===== config.mk =====
export PLATFORM = sky130hd
export DESIGN_NAME = ex_operand_stage_flat
export DESIGN_NICKNAME = d
export VERILOG_FILES = /design/src/rtl/mips_pkg.sv /design/src/rtl/ex_operand_stage_if.sv /design/src/rtl/mux2.sv /design/src/rtl/mux3.sv /design/src/rtl/ex_operand_stage.sv /design/src/flat_wrapper.sv
export SDC_FILE = /design/constraint.sdc
export NUM_CORES = 1
export LEC_CHECK = 0
export CORE_ASPECT_RATIO = 0.5
export CORE_MARGIN = 8
export CORE_UTILIZATION = 40
export DETAILED_ROUTE_END_ITERATION = 8
export MAX_ROUTING_LAYER = met4
export PLACE_DENSITY_LB_ADDON = 0.1
export SYNTH_ARGS = -nofsm -noshare
export SYNTH_HDL_FRONTEND = slang
export SYNTH_SLANG_ARGS = --single-unit

===== constraint.sdc =====
create_clock -name clk -period 1.63 [get_ports clk]
set_input_delay 0.2445 -clock clk [delete_from_list [all_inputs] [get_ports clk]]
set_output_delay 0.2445 -clock clk [all_outputs]
set_load 0.03 [all_outputs]

===== src/rtl/mips_pkg.sv =====
// Shared definitions for the MIPS execute-stage front end.
//  - ALU operation encodings carried on alucontrol[2:0]
//  - fwd_sel_t: operand source select used by the forwarding muxes
package mips_pkg;

  localparam logic [2:0] ALU_AND = 3'b000;
  localparam logic [2:0] ALU_OR  = 3'b001;
  localparam logic [2:0] ALU_ADD = 3'b010;
  localparam logic [2:0] ALU_SUB = 3'b110;
  localparam logic [2:0] ALU_SLT = 3'b111;

  typedef enum logic [1:0] {
    FWD_REG = 2'b00,
    FWD_WB  = 2'b01,
    FWD_MEM = 2'b10
  } fwd_sel_t;

endpackage


===== src/rtl/ex_operand_stage_if.sv =====
// Bus bundle between decode / MEM / WB / hazard unit and the ID/EX operand stage.
//  master : the surrounding pipeline (drives D-stage, forward sources, stall/flush)
//  slave  : ex_operand_stage (drives E-stage operands/control and loaduseD)
interface ex_operand_stage_if #(
  parameter int WIDTH   = 32,
  parameter int REGBITS = 5
);

  // pipeline control
  logic               stall;
  logic               flush;
  // decode-stage operands and control
  logic [WIDTH-1:0]   rd1D;
  logic [WIDTH-1:0]   rd2D;
  logic [WIDTH-1:0]   signimmD;
  logic [REGBITS-1:0] rsD;
  logic [REGBITS-1:0] rtD;
  logic [REGBITS-1:0] rdD;
  logic [2:0]         alucontrolD;
  logic               alusrcD;
  logic               regdstD;
  logic               regwriteD;
  logic               memwriteD;
  logic               memtoregD;
  // forward sources
  logic [WIDTH-1:0]   aluoutM;
  logic [REGBITS-1:0] writeregM;
  logic               regwriteM;
  logic [WIDTH-1:0]   resultW;
  logic [REGBITS-1:0] writeregW;
  logic               regwriteW;
  // execute-stage outputs
  logic [WIDTH-1:0]   srcaE;
  logic [WIDTH-1:0]   srcbE;
  logic [2:0]         alucontrolE;
  logic [WIDTH-1:0]   writedataE;
  logic [REGBITS-1:0] writeregE;
  logic               regwriteE;
  logic               memwriteE;
  logic               memtoregE;
  logic               validE;
  logic               loaduseD;

  modport master (
    output stall, flush,
    output rd1D, rd2D, signimmD, rsD, rtD, rdD,
    output alucontrolD, alusrcD, regdstD, regwriteD, memwriteD, memtoregD,
    output aluoutM, writeregM, regwriteM, resultW, writeregW, regwriteW,
    input  srcaE, srcbE, alucontrolE, writedataE, writeregE,
    input  regwriteE, memwriteE, memtoregE, validE, loaduseD
  );

  modport slave (
    input  stall, flush,
    input  rd1D, rd2D, signimmD, rsD, rtD, rdD,
    input  alucontrolD, alusrcD, regdstD, regwriteD, memwriteD, memtoregD,
    input  aluoutM, writeregM, regwriteM, resultW, writeregW, regwriteW,
    output srcaE, srcbE, alucontrolE, writedataE, writeregE,
    output regwriteE, memwriteE, memtoregE, validE, loaduseD
  );

endinterface


===== src/rtl/mux2.sv =====
// 2:1 multiplexer.
//  d0, d1 : data inputs (WIDTH)
//  s      : select, 1 picks d1
//  y      : output (WIDTH)
module mux2 #(
  parameter int WIDTH = 32
) (
  input  logic [WIDTH-1:0] d0,
  input  logic [WIDTH-1:0] d1,
  input  logic             s,
  output logic [WIDTH-1:0] y
);

  assign y = s ? d1 : d0;

endmodule


===== src/rtl/mux3.sv =====
// 3:1 multiplexer used for operand forwarding.
//  d0, d1, d2 : data inputs (WIDTH)
//  s          : select 00->d0, 01->d1, 10->d2 (11 falls back to d0)
//  y          : output (WIDTH)
module mux3 #(
  parameter int WIDTH = 32
) (
  input  logic [WIDTH-1:0] d0,
  input  logic [WIDTH-1:0] d1,
  input  logic [WIDTH-1:0] d2,
  input  logic [1:0]       s,
  output logic [WIDTH-1:0] y
);

  always_comb begin
    y = d0;
    case (s)
      2'b01:   y = d1;
      2'b10:   y = d2;
      default: y = d0;
    endcase
  end

endmodule


===== src/rtl/ex_operand_stage.sv =====
// ID/EX pipeline register plus operand forwarding for the execute stage.
// Latches decoded operands/control, resolves RAW hazards by forwarding from
// MEM (priority) and WB, selects the immediate for srcb, and reports
// load-use hazards against the instruction currently in decode.
//  clk, reset : clock and synchronous active-high reset
//  bus        : ex_operand_stage_if.slave
//               in : stall, flush, D-stage operands/control, M/W forward sources
//               out: srcaE, srcbE, alucontrolE, writedataE, writeregE,
//                    regwriteE, memwriteE, memtoregE, validE, loaduseD
module ex_operand_stage
  import mips_pkg::*;
#(
  parameter int WIDTH   = 32,
  parameter int REGBITS = 5
) (
  input  logic                clk,
  input  logic                reset,
  ex_operand_stage_if.slave   bus
);

  logic [WIDTH-1:0]   rd1_p1;
  logic [WIDTH-1:0]   rd2_p1;
  logic [WIDTH-1:0]   imm_p1;
  logic [REGBITS-1:0] rs_p1;
  logic [REGBITS-1:0] rt_p1;
  logic [REGBITS-1:0] rd_p1;
  logic [2:0]         aluctl_p1;
  logic               alusrc_p1;
  logic               regdst_p1;
  logic               regwrite_p1;
  logic               memwrite_p1;
  logic               memtoreg_p1;
  logic               vld_p1;

  fwd_sel_t           fwd_a;
  fwd_sel_t           fwd_b;
  logic [WIDTH-1:0]   writedata;

  // ---- D -> E stage boundary ----
  // A flushed or reset stage holds an all-zero bubble, so rs/rt read $0 and
  // forwarding can never fire on it.
  always_ff @(posedge clk) begin
    if (reset || bus.flush) begin
      rd1_p1      <= '0;
      rd2_p1      <= '0;
      imm_p1      <= '0;
      rs_p1       <= '0;
      rt_p1       <= '0;
      rd_p1       <= '0;
      aluctl_p1   <= ALU_AND;
      alusrc_p1   <= 1'b0;
      regdst_p1   <= 1'b0;
      regwrite_p1 <= 1'b0;
      memwrite_p1 <= 1'b0;
      memtoreg_p1 <= 1'b0;
      vld_p1      <= 1'b0;
    end else if (!bus.stall) begin
      rd1_p1      <= bus.rd1D;
      rd2_p1      <= bus.rd2D;
      imm_p1      <= bus.signimmD;
      rs_p1       <= bus.rsD;
      rt_p1       <= bus.rtD;
      rd_p1       <= bus.rdD;
      aluctl_p1   <= bus.alucontrolD;
      alusrc_p1   <= bus.alusrcD;
      regdst_p1   <= bus.regdstD;
      regwrite_p1 <= bus.regwriteD;
      memwrite_p1 <= bus.memwriteD;
      memtoreg_p1 <= bus.memtoregD;
      vld_p1      <= 1'b1;
    end
  end

  // Forward selects: MEM is the younger producer so it wins over WB; $0 is
  // hard-wired zero and is never forwarded.
  always_comb begin
    fwd_a = FWD_REG;
    fwd_b = FWD_REG;
    if (bus.regwriteM && (bus.writeregM != '0) && (bus.writeregM == rs_p1))
      fwd_a = FWD_MEM;
    else if (bus.regwriteW && (bus.writeregW != '0) && (bus.writeregW == rs_p1))
      fwd_a = FWD_WB;
    if (bus.regwriteM && (bus.writeregM != '0) && (bus.writeregM == rt_p1))
      fwd_b = FWD_MEM;
    else if (bus.regwriteW && (bus.writeregW != '0) && (bus.writeregW == rt_p1))
      fwd_b = FWD_WB;
  end

  mux3 #(.WIDTH(WIDTH)) u_fwd_a (
    .d0 (rd1_p1),
    .d1 (bus.resultW),
    .d2 (bus.aluoutM),
    .s  (fwd_a),
    .y  (bus.srcaE)
  );

  mux3 #(.WIDTH(WIDTH)) u_fwd_b (
    .d0 (rd2_p1),
    .d1 (bus.resultW),
    .d2 (bus.aluoutM),
    .s  (fwd_b),
    .y  (writedata)
  );

  mux2 #(.WIDTH(WIDTH)) u_srcb (
    .d0 (writedata),
    .d1 (imm_p1),
    .s  (alusrc_p1),
    .y  (bus.srcbE)
  );

  assign bus.writedataE  = writedata;
  assign bus.writeregE   = regdst_p1 ? rd_p1 : rt_p1;
  assign bus.alucontrolE = aluctl_p1;
  assign bus.regwriteE   = regwrite_p1;
  assign bus.memwriteE   = memwrite_p1;
  assign bus.memtoregE   = memtoreg_p1;
  assign bus.validE      = vld_p1;

  // Load in E whose destination (rt) is a source of the decode instruction.
  // Deliberately not gated by stall: the hazard unit needs it while stalling.
  assign bus.loaduseD = vld_p1 && memtoreg_p1 &&
                        ((rt_p1 == bus.rsD) || (rt_p1 == bus.rtD));

endmodule

===== src/flat_wrapper.sv =====
// flat-port wrapper written by rule: the top's interface ports become plain ports
module ex_operand_stage_flat import mips_pkg::*;
#(
  parameter int WIDTH   = 32,
  parameter int REGBITS = 5
)
  (clk, reset, bus_stall, bus_flush, bus_rd1D, bus_rd2D, bus_signimmD, bus_rsD, bus_rtD, bus_rdD, bus_alucontrolD, bus_alusrcD, bus_regdstD, bus_regwriteD, bus_memwriteD, bus_memtoregD, bus_aluoutM, bus_writeregM, bus_regwriteM, bus_resultW, bus_writeregW, bus_regwriteW, bus_srcaE, bus_srcbE, bus_alucontrolE, bus_writedataE, bus_writeregE, bus_regwriteE, bus_memwriteE, bus_memtoregE, bus_validE, bus_loaduseD);
  ex_operand_stage_if #(.WIDTH(WIDTH), .REGBITS(REGBITS)) bus_i ();
  input  logic clk;
  input  logic reset;
  input wire logic [$bits(bus_i.stall)-1:0] bus_stall;
  input wire logic [$bits(bus_i.flush)-1:0] bus_flush;
  input wire logic [$bits(bus_i.rd1D)-1:0] bus_rd1D;
  input wire logic [$bits(bus_i.rd2D)-1:0] bus_rd2D;
  input wire logic [$bits(bus_i.signimmD)-1:0] bus_signimmD;
  input wire logic [$bits(bus_i.rsD)-1:0] bus_rsD;
  input wire logic [$bits(bus_i.rtD)-1:0] bus_rtD;
  input wire logic [$bits(bus_i.rdD)-1:0] bus_rdD;
  input wire logic [$bits(bus_i.alucontrolD)-1:0] bus_alucontrolD;
  input wire logic [$bits(bus_i.alusrcD)-1:0] bus_alusrcD;
  input wire logic [$bits(bus_i.regdstD)-1:0] bus_regdstD;
  input wire logic [$bits(bus_i.regwriteD)-1:0] bus_regwriteD;
  input wire logic [$bits(bus_i.memwriteD)-1:0] bus_memwriteD;
  input wire logic [$bits(bus_i.memtoregD)-1:0] bus_memtoregD;
  input wire logic [$bits(bus_i.aluoutM)-1:0] bus_aluoutM;
  input wire logic [$bits(bus_i.writeregM)-1:0] bus_writeregM;
  input wire logic [$bits(bus_i.regwriteM)-1:0] bus_regwriteM;
  input wire logic [$bits(bus_i.resultW)-1:0] bus_resultW;
  input wire logic [$bits(bus_i.writeregW)-1:0] bus_writeregW;
  input wire logic [$bits(bus_i.regwriteW)-1:0] bus_regwriteW;
  output wire logic [$bits(bus_i.srcaE)-1:0] bus_srcaE;
  output wire logic [$bits(bus_i.srcbE)-1:0] bus_srcbE;
  output wire logic [$bits(bus_i.alucontrolE)-1:0] bus_alucontrolE;
  output wire logic [$bits(bus_i.writedataE)-1:0] bus_writedataE;
  output wire logic [$bits(bus_i.writeregE)-1:0] bus_writeregE;
  output wire logic [$bits(bus_i.regwriteE)-1:0] bus_regwriteE;
  output wire logic [$bits(bus_i.memwriteE)-1:0] bus_memwriteE;
  output wire logic [$bits(bus_i.memtoregE)-1:0] bus_memtoregE;
  output wire logic [$bits(bus_i.validE)-1:0] bus_validE;
  output wire logic [$bits(bus_i.loaduseD)-1:0] bus_loaduseD;
  assign bus_i.stall = bus_stall;
  assign bus_i.flush = bus_flush;
  assign bus_i.rd1D = bus_rd1D;
  assign bus_i.rd2D = bus_rd2D;
  assign bus_i.signimmD = bus_signimmD;
  assign bus_i.rsD = bus_rsD;
  assign bus_i.rtD = bus_rtD;
  assign bus_i.rdD = bus_rdD;
  assign bus_i.alucontrolD = bus_alucontrolD;
  assign bus_i.alusrcD = bus_alusrcD;
  assign bus_i.regdstD = bus_regdstD;
  assign bus_i.regwriteD = bus_regwriteD;
  assign bus_i.memwriteD = bus_memwriteD;
  assign bus_i.memtoregD = bus_memtoregD;
  assign bus_i.aluoutM = bus_aluoutM;
  assign bus_i.writeregM = bus_writeregM;
  assign bus_i.regwriteM = bus_regwriteM;
  assign bus_i.resultW = bus_resultW;
  assign bus_i.writeregW = bus_writeregW;
  assign bus_i.regwriteW = bus_regwriteW;
  assign bus_srcaE = bus_i.srcaE;
  assign bus_srcbE = bus_i.srcbE;
  assign bus_alucontrolE = bus_i.alucontrolE;
  assign bus_writedataE = bus_i.writedataE;
  assign bus_writeregE = bus_i.writeregE;
  assign bus_regwriteE = bus_i.regwriteE;
  assign bus_memwriteE = bus_i.memwriteE;
  assign bus_memtoregE = bus_i.memtoregE;
  assign bus_validE = bus_i.validE;
  assign bus_loaduseD = bus_i.loaduseD;
  ex_operand_stage #(.WIDTH(WIDTH), .REGBITS(REGBITS)) u_core (.clk(clk), .reset(reset), .bus(bus_i));
endmodule

==> metrics.txt <==
# TYPE chip_impl_metric gauge
chip_impl_info{name="outcome",value="finished, violations left"} 1
chip_impl_info{name="failing_checks",value="setup timing"} 1
chip_impl_metric{name="synth_async_sr_flop_share",unit=""} 0
chip_impl_metric{name="clock_path_buffers",unit=""} 2
chip_impl_metric{name="io_pins",unit=""} 308
chip_impl_metric{name="wl_per_cell",unit="um"} 28.9
chip_impl_info{name="critPathCaptureType",value="primary output"} 1
chip_impl_metric{name="hold_path_depth",unit=""} 2
chip_impl_metric{name="critical_path_peak_fanout",unit=""} 7
chip_impl_metric{name="drcViolationCount",unit=""} 0
chip_impl_metric{name="core_area",unit="um2"} 18400
chip_impl_metric{name="report.final.slew_viol_count",unit=""} 0
chip_impl_metric{name="post_synthesis_instance_area",unit="um2"} 7510
chip_impl_info{name="root_buffer",value="sky130_fd_sc_hd__clkbuf_16"} 1
chip_impl_metric{name="setup_tns",unit="ns"} -78.08
chip_impl_info{name="startpoint_of_the_lowest_slack_register_to_register_path",value="u_core.rs_p1[1]$_SDFFE_PP0N_"} 1
chip_impl_metric{name="finalClockSkew",unit="ns"} 0
chip_impl_info{name="grt_setup_unrepaired",value="yes"} 1
chip_impl_metric{name="power.static_leakage",unit="nW"} 6.12
chip_impl_metric{name="num_vias",unit=""} 10200
chip_impl_metric{name="tightestPinTransition",unit="ns"} 0.637
chip_impl_metric{name="ys_seq_area_frac",unit=""} 0.320
chip_impl_metric{name="cp.arrival",unit="ns"} 2.30
chip_impl_info{name="hold_class",value="in -> reg"} 1
chip_impl_metric{name="vias_in_the_first_global_route",unit=""} 10600
chip_impl_info{name="synth_top_cells_by_area",value="sky130_fd_sc_hd__dfxtp_1, sky130_fd_sc_hd__mux2i_1, sky130_fd_sc_hd__a31oi_1, sky130_fd_sc_hd__nor2_1, sky130_fd_sc_hd__nor4_1"} 1
chip_impl_metric{name="maximum_number_of_pins_on_one_net_before_global_route_repair",unit=""} 48
chip_impl_metric{name="worst_ep_required_time",unit="ns"} 1.39
chip_impl_metric{name="netlist.area_leader.share",unit=""} 0.320
chip_impl_metric{name="first_pass_iters",unit=""} 6
chip_impl_metric{name="antenna_left",unit=""} 0
chip_impl_metric{name="reg2regPathDepth",unit=""} 3
chip_impl_info{name="synth_largest_area_cell",value="sky130_fd_sc_hd__dfxtp_1"} 1
chip_impl_metric{name="finalHoldViolations",unit=""} 0
chip_impl_metric{name="timing.final.setup_violations",unit=""} 98
chip_impl_metric{name="dieHeight",unit="um"} 113
chip_impl_metric{name="port_buffers",unit=""} 307
chip_impl_info{name="r2r_end",value="u_core.rs_p1[1]$_SDFFE_PP0N_"} 1
chip_impl_metric{name="grt_antenna_before_repair",unit=""} 3
chip_impl_metric{name="timing.slew.headroom",unit=""} 0.571
chip_impl_metric{name="post_synth_num_cell_types",unit=""} 37
chip_impl_metric{name="timing.final.ws_setup",unit="ns"} -0.911
chip_impl_metric{name="fp.dieW",unit="um"} 210
chip_impl_metric{name="global_route_wire_length_before_repair",unit="mm"} 63.7
chip_impl_metric{name="power.ir.vdd_worst",unit="mV"} 0.867
chip_impl_metric{name="rows",unit=""} 35
chip_impl_metric{name="number_of_enable_flip_flop_cells_after_synthesis",unit=""} 0
chip_impl_metric{name="clock-sinks",unit=""} 120
chip_impl_metric{name="global_route.usage.total",unit=""} 0.356
chip_impl_metric{name="nFillCells",unit=""} 843
chip_impl_metric{name="cts_made_buffers",unit=""} 17
chip_impl_metric{name="power.density",unit="nW/um2"} 699
chip_impl_metric{name="initial_core_util",unit=""} 0.409
chip_impl_info{name="min_delay_worst_endpoint",value="u_core.bus.validE$_SDFFE_PP0N_"} 1
chip_impl_metric{name="place_ws",unit="ns"} -0.991
chip_impl_metric{name="drtIter0Drc",unit=""} 934
chip_impl_metric{name="final.min_clock_period",unit="ns"} 2.54
chip_impl_metric{name="num-nets-final",unit=""} 1487
chip_impl_metric{name="gp_congestion",unit=""} 0.945
chip_impl_info{name="setup.worst_path.class",value="reg -> out"} 1
chip_impl_metric{name="max_clock_freq",unit="GHz"} 0.394
chip_impl_metric{name="synth.avg_cell_area",unit="um2"} 8.13
chip_impl_info{name="tritoncts",value="yes"} 1
chip_impl_metric{name="clock_latency",unit="ns"} 0.43
chip_impl_metric{name="die_area",unit="um2"} 23700
chip_impl_metric{name="hpwl",unit="mm"} 26.6
chip_impl_metric{name="layout_worst_path_cycle_share",unit=""} 1.56
chip_impl_metric{name="layout-drive-gt1-share",unit=""} 0.434
chip_impl_metric{name="syn2layout_area_growth",unit="%"} 115
chip_impl_metric{name="netlist_instances",unit=""} 924
chip_impl_metric{name="clk_pin_slew",unit="ns"} 0.06
chip_impl_metric{name="synth-seq-cells",unit=""} 120
chip_impl_metric{name="vias_per_cell",unit=""} 6.58
chip_impl_info{name="hold_path_startpoint",value="bus_stall"} 1
chip_impl_metric{name="hold_ws",unit="ns"} 0.218
chip_impl_metric{name="synthesis.nets",unit=""} 1123
chip_impl_metric{name="maximum_capacitance_violations",unit=""} 0
chip_impl_metric{name="grt_overflow",unit=""} 0
chip_impl_metric{name="synth_warnings",unit=""} 0
chip_impl_metric{name="drt_wl_total",unit="mm"} 44.7
chip_impl_info{name="dominantRegCellSynth",value="sky130_fd_sc_hd__dfxtp_1"} 1
chip_impl_metric{name="worst-r2r-setup-slack",unit="ns"} 0.71
chip_impl_metric{name="hold_buffers",unit=""} 0
chip_impl_info{name="critical_path.startpoint_type",value="register"} 1
chip_impl_metric{name="htreeDepth",unit=""} 4
==> flip-flops by register name, summed over array words and instances (netlist names), 3 cells and up <==
signal,cells
u_core.rt_p1,5
u_core.rs_p1,5
u_core.rd2_p1,32
u_core.rd1_p1,32
u_core.bus.alucontrolE,3
u_core.imm_p1,32
u_core.rd_p1,5
==> area by class of cell <==
type	count	area [um2]	area share
sequential	120	2440	0.151
multi-input combinational	688	7290	0.452
antenna	3	7.51	0.000465
inverter	1	3.75	0.000233
clock inverter	11	191	0.0119
tap	240	300	0.0186
timing repair buffer	460	5430	0.336
clock buffer	21	480	0.0298
==> per-layer routing <==
metal | global-route usage | share of wire | vias up
li1 | - | - | 4225
met1 | 0.423 | 0.37 | 4964
met2 | 0.557 | 0.46 | 767
met3 | 0.105 | 0.11 | 204
met4 | 0.160 | 0.053 | 0
met5 | - | 0 | -
==> worst max-delay path, cell delays in order (launching register included) <==
cell and delay (ns):
sky130_fd_sc_hd__dfxtp_4 0.38, sky130_fd_sc_hd__xnor2_4 0.20, sky130_fd_sc_hd__buf_6 0.15, sky130_fd_sc_hd__nand3_4 0.12, sky130_fd_sc_hd__buf_12 0.20, sky130_fd_sc_hd__buf_8 0.13
sky130_fd_sc_hd__o31ai_4 0.26, sky130_fd_sc_hd__buf_4 0.17, sky130_fd_sc_hd__a31oi_4 0.09, sky130_fd_sc_hd__buf_6 0.16
==> worst max path at each step <==
stage	startpoint	end	slack, ns
final	u_core.rt_p1[4]$_SDFFE_PP0N_	bus_srcbE[31]	-0.91
after global routing	u_core.rt_p1[1]$_SDFFE_PP0N_	bus_srcbE[10]	-0.94
after CTS	u_core.rt_p1[2]$_SDFFE_PP0N_	bus_srcbE[11]	-0.80
after detailed placement	bus_writeregW[3]	bus_writedataE[29]	-0.99
after global placement	bus_writeregM[0]	bus_srcaE[18]	-0.97
after floorplan	bus_writeregM[2]	bus_srcbE[31]	-0.41
==> cells by family (layout without fill, tap and decap cells) <==
logic type | after synthesis | count (layout) | share of synthesized area
AND/OR/NAND/NOR | 333 | 333 | 0.221
AO/OA/AOI/OAI | 201 | 201 | 0.187
multiplexers | 124 | 124 | 0.166
flip-flops | 120 | 120 | 0.320
buffers and inverters | 116 | 493 | 0.0716
XOR/XNOR | 30 | 30 | 0.0350
other | 0 | 3 | 0
==> Yosys cell counts, drive strengths merged, types with 3 or more instances <==
cell,count
nand2,3
nand3,38
nand4,33
o31ai,32
o21ai,34
nor4,64
xnor2,22
dfxtp,120
a31oi,97
nor2b,32
nor2,152
a41o,32
mux2i,119
buf,47
clkbuf,68
xor2,8
mux2,5
==> per-stage QoR <==
step            util  total power [W]  instances  area [um2]
5_1_grt        0.878           0.0115       1544       16100
3_5_place_dp   0.709          0.00611       1467       13000
3_3_place_gp   0.709          0.00607       1467       13000
6_report       0.878           0.0113       1544       16100
2_1_floorplan      -          0.00468        924        9100
4_1_cts        0.851           0.0110       1543       15600
==> cells in the final DEF (no fill, tap or decap), types with 18 or more instances in the layout <==
cell type / n
sky130_fd_sc_hd__o31ai_4: 32
sky130_fd_sc_hd__dfxtp_1: 108
sky130_fd_sc_hd__nor4_2: 30
sky130_fd_sc_hd__clkbuf_16: 18
sky130_fd_sc_hd__a31oi_4: 75
sky130_fd_sc_hd__a41o_1: 32
sky130_fd_sc_hd__nand4_1: 33
sky130_fd_sc_hd__nor4_1: 24
sky130_fd_sc_hd__mux2i_1: 119
sky130_fd_sc_hd__a31oi_2: 21
sky130_fd_sc_hd__buf_4: 63
sky130_fd_sc_hd__nor2b_1: 32
sky130_fd_sc_hd__buf_6: 116
sky130_fd_sc_hd__clkdlybuf4s50_1: 187
sky130_fd_sc_hd__buf_12: 60
sky130_fd_sc_hd__nor2_1: 151
==> where the power goes <==
| group | switching (W) | internal (W) | total, W |
|---|---|---|---|
| Sequential | 0.0000913 | 0.00302 | 0.00311 |
| Clock | 0.00155 | 0.00288 | 0.00443 |
| Combinational | 0.00197 | 0.00177 | 0.00374 |
| Total | 0.00361 | 0.00767 | 0.0113 |
==> repair_timing <==
| action | in CTS | in global routing |
|---|---|---|
| gates resized for setup | 349 | 102 |
| pin swaps | 105 | 103 |
| endpoints found under the setup margin | 109 | 101 |
| cloned | 16 | 0 |
| setup buffers | 30 | 8 |
No activity file was read; power rests on OpenSTA's default activity.
